**config.mk**
```make
export PLATFORM = sky130hd
export DESIGN_NAME = lsu_mem_ctrl_flat
export DESIGN_NICKNAME = d
export VERILOG_FILES = /design/src/rtl/lsu_pkg.sv /design/src/rtl/lsu_mem_ctrl_if.sv /design/src/rtl/lsu_align.sv /design/src/rtl/lsu_mem_ctrl.sv /design/src/flat_wrapper.sv
export SDC_FILE = /design/constraint.sdc
export NUM_CORES = 1
export LEC_CHECK = 0
export ABC_AREA = 1
export ABC_CLOCK_PERIOD_IN_PS = 10090
export CELL_PAD_IN_SITES_DETAIL_PLACEMENT = 0
export CELL_PAD_IN_SITES_GLOBAL_PLACEMENT = 1
export CORE_ASPECT_RATIO = 1.25
export CORE_UTILIZATION = 32
export CTS_CLUSTER_SIZE = 28
export DETAILED_ROUTE_END_ITERATION = 7
export PLACE_DENSITY_LB_ADDON = 0.2
export REMOVE_ABC_BUFFERS = 1
export SETUP_SLACK_MARGIN = 0.3
export SLEW_MARGIN = 25
export SYNTH_ARGS = -nofsm -noshare
export SYNTH_HDL_FRONTEND = slang
export SYNTH_SLANG_ARGS = --single-unit
```
**constraint.sdc**
```tcl
create_clock -name CLK -period 10.09 [get_ports CLK]
set_clock_uncertainty 0.15 [all_clocks]
set_input_delay 3.027 -clock CLK [delete_from_list [all_inputs] [get_ports CLK]]
set_output_delay 3.027 -clock CLK [all_outputs]
set_load 0.01 [all_outputs]
```
**src/rtl/lsu_pkg.sv**
```systemverilog
// Shared types and helpers for the load/store sequencer.
// Access-size decode and alignment rules live here.
package lsu_pkg;

  typedef enum logic [2:0] {
    S_IDLE,
    S_RD,
    S_MERGE,
    S_WR,
    S_FIN
  } state_t;

  localparam logic [2:0] F3_B   = 3'b000;
  localparam logic [2:0] F3_H   = 3'b001;
  localparam logic [2:0] F3_W   = 3'b010;
  localparam logic [2:0] F3_D   = 3'b011;
  localparam logic [2:0] F3_BU  = 3'b100;
  localparam logic [2:0] F3_HU  = 3'b101;
  localparam logic [2:0] F3_WU  = 3'b110;
  localparam logic [2:0] F3_BAD = 3'b111;

  function automatic logic [3:0] size_bytes(
    input logic [2:0] f3
  );
    case (f3[1:0])
      2'b00:   return 4'd1;
      2'b01:   return 4'd2;
      2'b10:   return 4'd4;
      default: return 4'd8;
    endcase
  endfunction

  function automatic logic misaligned(
    input logic [2:0] f3,
    input logic [2:0] off
  );
    case (f3[1:0])
      2'b01:   return off[0];
      2'b10:   return off[1:0] != 2'b00;
      2'b11:   return off != 3'b000;
      default: return 1'b0;
    endcase
  endfunction

  function automatic logic illegal(
    input logic [2:0] f3,
    input logic       st
  );
    return (f3 == F3_BAD) || (st && f3[2]);
  endfunction

endpackage

```
**src/rtl/lsu_mem_ctrl_if.sv**
```systemverilog
// Control-unit request side and data-memory side
// of the load/store sequencer.
interface lsu_mem_ctrl_if;

  logic        START;
  logic        IS_STORE;
  logic [2:0]  FUNCT3;
  logic [63:0] ADDR;
  logic [63:0] STORE_DATA;
  logic        BUSY;
  logic        DONE;
  logic        ERR;
  logic [63:0] MDR;
  logic [63:0] MEM_ADDR;
  logic        MEM_WR;
  logic [63:0] MEM_WDATA;
  logic [63:0] MEM_RDATA;

  modport master (
    output START, IS_STORE, FUNCT3,
    output ADDR, STORE_DATA, MEM_RDATA,
    input  BUSY, DONE, ERR, MDR,
    input  MEM_ADDR, MEM_WR, MEM_WDATA
  );

  modport slave (
    input  START, IS_STORE, FUNCT3,
    input  ADDR, STORE_DATA, MEM_RDATA,
    output BUSY, DONE, ERR, MDR,
    output MEM_ADDR, MEM_WR, MEM_WDATA
  );

endinterface

```
**src/rtl/lsu_align.sv**
```systemverilog
// Byte lane select/extend for loads and byte merge
// for sub-word stores, both keyed by funct3 and offset.
module lsu_align
  import lsu_pkg::*;
(
  input  logic [2:0]  funct3,
  input  logic [2:0]  off,
  input  logic [63:0] data,
  input  logic [63:0] wdata,
  output logic [63:0] load_val,
  output logic [63:0] merged
);

  logic [5:0]  sh;
  logic [63:0] shifted;
  logic [63:0] wsh;
  logic [7:0]  base;
  logic [7:0]  mask;

  assign sh      = {off, 3'b000};
  assign shifted = data >> sh;
  assign wsh     = wdata << sh;
  assign base    = 8'((9'h1 << size_bytes(funct3)) - 9'h1);
  assign mask    = base << off;

  // Shift the addressed lane down and extend to 64 bits.
  always_comb begin
    load_val = shifted;
    case (funct3)
      F3_B:  load_val = {{56{shifted[7]}}, shifted[7:0]};
      F3_H:  load_val = {{48{shifted[15]}}, shifted[15:0]};
      F3_W:  load_val = {{32{shifted[31]}}, shifted[31:0]};
      F3_BU: load_val = {56'h0, shifted[7:0]};
      F3_HU: load_val = {48'h0, shifted[15:0]};
      F3_WU: load_val = {32'h0, shifted[31:0]};
      default: load_val = shifted;
    endcase
  end

  // Replace the covered byte lanes with shifted store data.
  always_comb begin
    merged = data;
    for (int i = 0; i < 8; i++) begin
      if (mask[i]) merged[i*8 +: 8] = wsh[i*8 +: 8];
    end
  end

endmodule

```
**src/rtl/lsu_mem_ctrl.sv**
```systemverilog
// Load/store sequencer: RMW for sub-word stores,
// aligned/extended loads into the MDR.
module lsu_mem_ctrl
  import lsu_pkg::*;
#(
  parameter int MEM_LAT = 1
) (
  input logic         CLK,
  input logic         RESET,
  lsu_mem_ctrl_if.slave bus
);

  localparam int CW = (MEM_LAT > 1) ? $clog2(MEM_LAT) : 1;

  state_t state, nxt;

  logic [63:0]   addr_q;
  logic [63:0]   sdata_q;
  logic [63:0]   wbuf;
  logic [63:0]   mdr_q;
  logic [2:0]    f3_q;
  logic          st_q;
  logic          err_q;
  logic [CW-1:0] cnt;

  logic          err_in;
  logic          is_sd;
  logic          rd_last;
  logic          busy;
  logic [63:0]   align_in;
  logic [63:0]   load_val;
  logic [63:0]   merged;

  assign err_in = illegal(bus.FUNCT3, bus.IS_STORE)
               || misaligned(bus.FUNCT3, bus.ADDR[2:0]);
  assign is_sd   = bus.IS_STORE && (bus.FUNCT3 == F3_D);
  assign rd_last = cnt == CW'(MEM_LAT - 1);
  assign busy    = state != S_IDLE;

  assign align_in = (state == S_RD) ? bus.MEM_RDATA : wbuf;

  lsu_align u_align (
    .funct3   (f3_q),
    .off      (addr_q[2:0]),
    .data     (align_in),
    .wdata    (sdata_q),
    .load_val (load_val),
    .merged   (merged)
  );

  assign bus.BUSY      = busy;
  assign bus.DONE      = state == S_FIN;
  assign bus.ERR       = (state == S_FIN) && err_q;
  assign bus.MEM_WR    = state == S_WR;
  assign bus.MEM_WDATA = wbuf;
  assign bus.MDR       = mdr_q;
  assign bus.MEM_ADDR  = busy ? {addr_q[63:3], 3'b000} : '0;

  // State register.
  always_ff @(posedge CLK or posedge RESET) begin
    if (RESET) state <= S_IDLE;
    else       state <= nxt;
  end

  // Next-state decode.
  always_comb begin
    nxt = state;
    unique case (state)
      S_IDLE: begin
        if (bus.START) begin
          if (err_in)     nxt = S_FIN;
          else if (is_sd) nxt = S_WR;
          else            nxt = S_RD;
        end
      end
      S_RD:    if (rd_last) nxt = st_q ? S_MERGE : S_FIN;
      S_MERGE: nxt = S_WR;
      S_WR:    nxt = S_FIN;
      S_FIN:   nxt = S_IDLE;
      default: nxt = S_IDLE;
    endcase
  end

  // Request latches, RD counter, write buffer and MDR.
  always_ff @(posedge CLK or posedge RESET) begin
    if (RESET) begin
      addr_q  <= '0;
      sdata_q <= '0;
      f3_q    <= '0;
      st_q    <= 1'b0;
      err_q   <= 1'b0;
      cnt     <= '0;
      wbuf    <= '0;
      mdr_q   <= '0;
    end else begin
      if (state == S_IDLE && bus.START) begin
        addr_q  <= bus.ADDR;
        sdata_q <= bus.STORE_DATA;
        f3_q    <= bus.FUNCT3;
        st_q    <= bus.IS_STORE;
        err_q   <= err_in;
        cnt     <= '0;
        if (is_sd && !err_in) wbuf <= bus.STORE_DATA;
      end
      if (state == S_RD) begin
        cnt <= cnt + CW'(1);
        if (rd_last) begin
          if (st_q) wbuf  <= bus.MEM_RDATA;
          else      mdr_q <= load_val;
        end
      end
      if (state == S_MERGE) wbuf <= merged;
    end
  end

endmodule
```
**src/flat_wrapper.sv**
```systemverilog
// flat-port wrapper written by rule: the top's interface ports become plain ports
module lsu_mem_ctrl_flat import lsu_pkg::*;
#(
  parameter int MEM_LAT = 1
)
  (CLK, RESET, bus_START, bus_IS_STORE, bus_FUNCT3, bus_ADDR, bus_STORE_DATA, bus_MEM_RDATA, bus_BUSY, bus_DONE, bus_ERR, bus_MDR, bus_MEM_ADDR, bus_MEM_WR, bus_MEM_WDATA);
  lsu_mem_ctrl_if bus_i ();
  input logic CLK;
  input logic RESET;
  input wire logic [$bits(bus_i.START)-1:0] bus_START;
  input wire logic [$bits(bus_i.IS_STORE)-1:0] bus_IS_STORE;
  input wire logic [$bits(bus_i.FUNCT3)-1:0] bus_FUNCT3;
  input wire logic [$bits(bus_i.ADDR)-1:0] bus_ADDR;
  input wire logic [$bits(bus_i.STORE_DATA)-1:0] bus_STORE_DATA;
  input wire logic [$bits(bus_i.MEM_RDATA)-1:0] bus_MEM_RDATA;
  output wire logic [$bits(bus_i.BUSY)-1:0] bus_BUSY;
  output wire logic [$bits(bus_i.DONE)-1:0] bus_DONE;
  output wire logic [$bits(bus_i.ERR)-1:0] bus_ERR;
  output wire logic [$bits(bus_i.MDR)-1:0] bus_MDR;
  output wire logic [$bits(bus_i.MEM_ADDR)-1:0] bus_MEM_ADDR;
  output wire logic [$bits(bus_i.MEM_WR)-1:0] bus_MEM_WR;
  output wire logic [$bits(bus_i.MEM_WDATA)-1:0] bus_MEM_WDATA;
  assign bus_i.START = bus_START;
  assign bus_i.IS_STORE = bus_IS_STORE;
  assign bus_i.FUNCT3 = bus_FUNCT3;
  assign bus_i.ADDR = bus_ADDR;
  assign bus_i.STORE_DATA = bus_STORE_DATA;
  assign bus_i.MEM_RDATA = bus_MEM_RDATA;
  assign bus_BUSY = bus_i.BUSY;
  assign bus_DONE = bus_i.DONE;
  assign bus_ERR = bus_i.ERR;
  assign bus_MDR = bus_i.MDR;
  assign bus_MEM_ADDR = bus_i.MEM_ADDR;
  assign bus_MEM_WR = bus_i.MEM_WR;
  assign bus_MEM_WDATA = bus_i.MEM_WDATA;
  lsu_mem_ctrl #(.MEM_LAT(MEM_LAT)) u_core (.CLK(CLK), .RESET(RESET), .bus(bus_i));
endmodule
```
* Word-level counts from Yosys, hierarchy flattened
Cells that the tools add are included.
** Operators by class
- Muxes and demuxes :: 27
- Add/sub/neg operators :: 2
- Bitwise operators :: 2
- Reduce and logical (&&, ||, !) cells :: 17
- Shifts and indexed selects :: 4
- Eq/ne operators :: 18
** Operators by type and width (count)
- two-way mux 64 bit :: 8
- case mux 64 bit (6 select lines) :: 1
- two-way mux 8 bit :: 8
- << shifter 64 x 6 -> 64 bit :: 1
- right shift 64 x 6 -> 64 bit :: 1
- equality test 3 bit (second input constant) :: 5
- equality test 3 x 2 -> 1 bit (second input constant) :: 4
- two-way mux 3 bit :: 4
- case mux 3 bit (4 select lines) :: 1
- case mux 4 bit (3 select lines) :: 1
- << shifter 1 x 4 -> 8 bit (first input constant) :: 1
- << shifter 8 x 3 -> 8 bit :: 1
- subtractor 8 x 1 -> 8 bit (second input constant) :: 1
- equality test 2 bit (second input constant) :: 3
- equality test 3 x 1 -> 1 bit (second input constant) :: 2
- zero test 3 bit :: 2
- nonzero test 3 bit :: 2
- logical AND 1 bit :: 5
- equality test 2 x 1 -> 1 bit (second input constant) :: 2
- != test 2 bit (second input constant) :: 2
- nonzero test 2 bit :: 2
- case mux 1 bit (3 select lines) :: 1
- AND reduction 3 bit :: 1
- zero test 2 bit :: 1
- other kinds (7) :: 10
** Storage, ports and cells
- Output and inout port bits :: 196
- Logic and storage cells :: 79
- Bits in registers :: 265

* Logic depth before layout (Yosys ltp)
- Depth in word-level cells :: 11
- Depth in mapped cells :: 16
- Mapped depth without buffers :: 14

* Modules after synthesis
From an unflattened synthesis, not the netlist that was laid out.
** Unflattened totals
- Cells, all modules :: 2666
- Area, all modules :: 17665.7 um^2
** Modules (own cells, without submodules)
- lsu_mem_ctrl :: cells an instance 1618, times used 1, area an instance 12652.1 um^2
- lsu_align :: cells an instance 1048, times used 1, area an instance 5013.6 um^2

* Worst setup path after synthesis
Ideal clock, no wire load.
- Kind :: input port to flip-flop
- Start :: input port bus_ADDR[1]
- End :: register u_core.wbuf[10] (netlist: u_core.bus.MEM_WDATA[10])
- Cell stages on the path :: 12
- Data arrival time :: 4223 ps
- Buffers on the path :: 2
- Path slack :: 5593 ps
- Cells stage by stage :: nand2_1 -> inv_1 -> o22ai_1 -> nand3_2 -> nor2_1 -> nand2_1 -> buf_2 -> buf_2 -> nand2_1 -> nand3_1 -> o211ai_1 -> nand2_1
** On the way
- Word-level cells in the longest chain between the ends :: 11
- Elaborated cells between the ends (all ways) :: 12
** Ends and longest elaborated chain
- start: declaration :: line flat_wrapper.sv:13 : input wire logic [$bits(bus_i.ADDR)-1:0] bus_ADDR;
- nonzero test 3 bit or nonzero test 2 bit (tied branches) :: line lsu_pkg.sv:40, lsu_pkg.sv:39
- case mux 1 bit (3 select lines) (*) :: line lsu_pkg.sv:37 : case (f3[1:0])
- logical OR 1 bit (*) :: line lsu_mem_ctrl.sv:35 : || misaligned(bus.FUNCT3, bus.ADDR[2:0]);
- zero test 1 bit (*) :: line lsu_mem_ctrl.sv:103 : if (is_sd && !err_in) wbuf <= bus.STORE_DATA;
- logical AND 1 bit (*) :: line lsu_mem_ctrl.sv:103
- two-way mux 64 bit (*) :: line lsu_mem_ctrl.sv:103
- two-way mux 64 bit (*) :: line lsu_mem_ctrl.sv:96 : if (state == S_IDLE && bus.START) begin
- two-way mux 64 bit :: line lsu_mem_ctrl.sv:108 : if (st_q) wbuf <= bus.MEM_RDATA;
- two-way mux 64 bit :: line lsu_mem_ctrl.sv:107 : if (rd_last) begin
- two-way mux 64 bit (*) :: line lsu_mem_ctrl.sv:105 : if (state == S_RD) begin
- two-way mux 64 bit (*) :: line lsu_mem_ctrl.sv:112 : if (state == S_MERGE) wbuf <= merged;
- end signal: assignment :: line lsu_mem_ctrl.sv:103
- end signal: assignment :: line lsu_mem_ctrl.sv:108
- end signal: assignment :: line lsu_mem_ctrl.sv:112
- end: declaration :: line lsu_mem_ctrl.sv:19 : logic [63:0] wbuf;
Mark *: on every way between the ends. The rest lies on a longest branch, timed or not.
A chain may end at the register's enable or synchronous reset.

* Worst setup path in the final report
- Start :: input port bus_FUNCT3[1]
- End :: register u_core.wbuf[18] (netlist: u_core.bus.MEM_WDATA[18])
** On the way
- Word-level cells in the longest chain between the ends :: 11
- Elaborated cells between the ends (all ways) :: 17
** Ends and longest elaborated chain
- start: declaration :: line flat_wrapper.sv:12 : input wire logic [$bits(bus_i.FUNCT3)-1:0] bus_FUNCT3;
- equality test 2 bit, or another cell as far along :: line lsu_pkg.sv:37
- case mux 1 bit (3 select lines) or logical OR 1 bit (tied branches) :: line lsu_pkg.sv:37, lsu_pkg.sv:49
- logical OR 1 bit :: line lsu_mem_ctrl.sv:35
- zero test 1 bit :: line lsu_mem_ctrl.sv:103
- logical AND 1 bit (*) :: line lsu_mem_ctrl.sv:103
- two-way mux 64 bit (*) :: line lsu_mem_ctrl.sv:103
- two-way mux 64 bit (*) :: line lsu_mem_ctrl.sv:96
- two-way mux 64 bit :: line lsu_mem_ctrl.sv:108
- two-way mux 64 bit :: line lsu_mem_ctrl.sv:107
- two-way mux 64 bit (*) :: line lsu_mem_ctrl.sv:105
- two-way mux 64 bit (*) :: line lsu_mem_ctrl.sv:112
Marked as above.

==> results.py <==
metrics = {
    "status": {
        "status": "completed",
    },
    "synth": {
        "yosysMostFrequentCell": "nand2_1",
        "yosys.area_share.adder_pct": 0,
        "synth_cell_type_count": 47,
        "syn-instance-count": 2492,
        "synth.top_cell.area_share_pct": 39.8,
        "ys_ff_latch": 265,
        "synth_flop_cell": "dfrtp_1",
        "synth.largest_area_cell": "dfrtp_1",
        "ys_warn_count": 0,
        "synth_edf_count": 0,
        "synth-simple-area-share_pct": 30.5,
        "netlist_area_sq_um": 16700,
        "async_reset_ff_share_pct": 100,
        "syn_area_per_cell_sq_um": 6.69,
        "synth_top_family_by_area": "simple AND/OR/NAND/NOR gates",
        "yosys-top-cells-area": "dfrtp_1, nand2_1, o21ai_0",
        "synthTopCellsByCount": "nand2_1, o21ai_0, dfrtp_1, nor2_1, inv_1",
        "synth_compound_area_share_pct": 19.6,
        "synth_xor_area_share_pct": 0,
        "synthMuxAreaShare_pct": 0.180,
        "ys_seq_area_share_pct": 39.8,
    },
    "global_routing": {
        "grt_use_met1_pct": 33.7,
        "busiest_layer": "met2",
        "met3_usage_pct": 6.40,
        "grt_max_degree": 143,
        "grt_pass1_vias": 17900,
        "grt_pass1_wl_mm": 109,
        "overflow": 0,
        "grt.met2_usage_pct": 45.4,
        "grt_use_total_pct": 27.2,
        "antenna_found_initial": 4,
    },
    "drt": {
        "vias": 18000,
        "drc": 0,
        "wl_per_cell_um": 20.8,
        "drtPass1Iterations": 6,
        "drt_first_iter_violations": 1315,
        "finalWirelength_mm": 72.0,
        "via_per_inst": 5.18,
        "drtAntennaViolNets": 0,
    },
    "pwr": {
        "power.density_nw_per_um2": 366,
        "vdd_drop_max_v": 0.000186,
        "power_leakage_nw": 9.91,
    },
    "min_path": {
        "hold_class": "reg -> reg",
        "min_from": "u_core.sdata_q[56]$_DFFE_PP0P_",
    },
    "timing": {
        "fmax_mhz": 159,
        "setup_viol": 0,
        "hold_viol": 0,
        "min_period_over_period_pct": 62.2,
        "fin_ws_ns": 3.81,
        "whs_ns": 0.327,
        "slew_headroom_pct": 30.2,
        "min_period_ns": 6.28,
        "finalMaxSlewViolations": 0,
        "rsz0062_at_grt": "no",
        "finalSetupTns_ns": 0,
        "max_slew.worst_pin.slew_ns": 1.04,
    },
    "placed_design": {
        "placedCellCount": 3404,
        "gp_congestion": 0.891,
        "dp_hpwl_mm": 47.9,
        "pre_cts_slack_ns": 3.31,
        "numPortBuffers": 391,
    },
    "clock_network": {
        "cts_max_path_buffers": 3,
        "cts_root_buffer": "clkbuf_16",
        "cts.sinks": 265,
        "cts_made_buffers": 34,
        "tritoncts": "built",
        "ctsResizeCount": 0,
        "postCtsHoldBufs": 0,
        "insertion_delay_ns": 0.55,
        "htreeDepth": 2,
        "post_cts_buffers": 0,
        "clkTransAtPathRegs_ns": 0.06,
    },
    "setup_path": {
        "timing.critical_path.from": "bus_FUNCT3[1]",
        "crit_fanout": 65,
        "r2r_start": "u_core.addr_q[0]$_DFFE_PP0P_",
        "endpoint": "u_core.bus.MEM_WDATA[18]$_DFF_PP0_",
        "reg2reg_to": "u_core.bus.MDR[56]$_DFFE_PP0P_",
        "critical_path_arrival_ns": 6.61,
        "cp-end-kind": "register",
        "worstRegToRegCells": 12,
        "worstSetupPathType": "in -> reg",
        "r2r_setup_slack_ns": 6.02,
        "crit_required_ns": 10.42,
        "setup.worst_path.start_class": "input pin",
    },
    "die": {
        "core-area_sq_um": 51400,
        "io_pins": 395,
        "num_rows": 93,
        "die_width_um": 206,
        "die_y_um": 257,
        "start_util_pct": 32.4,
        "design.die.area_sq_um": 53000,
    },
    "layout": {
        "synthToLayoutAreaGrowth_pct": 31.9,
        "post_layout_nonfiller_instances": 3466,
        "n_fill_cell": 5501,
        "nNetsFinal": 2974,
        "layout-drive-gt1-share_pct": 5.50,
    },
    "flow_run": {
        "max_cap_viol_count": 0,
    },
}
==> metrics by stage <==
stage               util [%]  cell area (sq um)  power, mW
floorplan                  -              15800       4.57
global placement        40.5              20800       6.69
detailed placement      40.5              20800       6.74
CTS                     42.7              22000       8.06
global route            42.7              22000       8.67
finish                  42.7              22000       8.04
==> where the power goes <==
part           leakage, nW  total (mW)  internal (mW)  switching, mW
clock                0.575        1.28          0.781          0.502
sequential            3.16        1.99           1.60          0.399
combinational         6.18        4.76           1.74           3.02
total                 9.91        8.04           4.11           3.92
==> sequential cells by signal, indices dropped and copies added (netlist names) <==
name                  flops
u_core.addr_q            64
u_core.bus.MDR           64
u_core.bus.MEM_WDATA     64
u_core.cnt                1
u_core.err_q              1
u_core.f3_q               3
u_core.sdata_q           64
u_core.st_q               1
u_core.state              3
==> worst max-delay path, stage by stage <==
cell and delay (ns):
clkdlybuf4s50_1 0.53, nand2_1 0.10, nor3b_2 0.18, nand3_2 0.64, nor2_1 0.44, nand2_2 0.08, buf_4 0.43, inv_4 0.65
nand2_1 0.13, nand3_1 0.11, o211ai_1 0.12, nand2_1 0.11
==> layout by cell type (no fill, tap or decap), drive strengths merged <==
master	netlist	routed
clkdlybuf4s50	0	391
o211ai	49	49
nand2	783	783
buf	95	28
o221ai	2	2
a22oi	12	12
a31oi	10	10
o22ai	17	17
o31ai	9	9
o21bai	1	1
a21boi	1	1
dfrtp	265	265
nand3b	1	1
bufinv	0	3
clkbuf	79	51
nor2	266	266
conb	1	3
nand4	2	2
nand3	165	165
nor4	1	1
o21a	1	1
nor3b	1	1
o21ai	372	372
or2	11	11
inv	211	211
nor3	4	4
a21oi	125	125
a211oi	1	1
diode	0	1
a32o	2	2
mux2i	3	3
clkinv	2	9
==> how the worst min path moves through the flow <==
stage	end	slack [ns]	cells past startpoint
floorplan	u_core.sdata_q[59]$_DFFE_PP0P_	0.29	2
global placement	u_core.sdata_q[59]$_DFFE_PP0P_	0.31	2
global route	u_core.sdata_q[58]$_DFFE_PP0P_	0.36	2
CTS	u_core.sdata_q[56]$_DFFE_PP0P_	0.33	2
detailed placement	u_core.sdata_q[56]$_DFFE_PP0P_	0.32	2
finish	u_core.sdata_q[56]$_DFFE_PP0P_	0.33	2
==> kinds of logic after synthesis <==
family	Yosys count
AOI/OAI and AO/OA	602
buffers and inverters	387
DFF	265
muxes	3
other	1
and+or+nand+nor	1234
==> per-layer routing <==
| layer | share of wire, % | vias to the layer above |
|---|---|---|
| li1 | - | 8637 |
| met1 | 41 | 8498 |
| met2 | 48 | 693 |
| met3 | 7.9 | 132 |
| met4 | 3.7 | 6 |
| met5 | 0.060 | - |
==> layout make-up <==
class,instances,area [sq um],area share (%)
multi-input combinational,1842,8400,38.2
sequential,265,6640,30.2
timing repair buffer,419,4140,18.8
clock buffer,51,1030,4.67
tap,665,832,3.79
inverter,213,812,3.70
clock inverter,10,133,0.604
antenna,1,2.50,0.0114
Power figures use the tool's default switching activity.
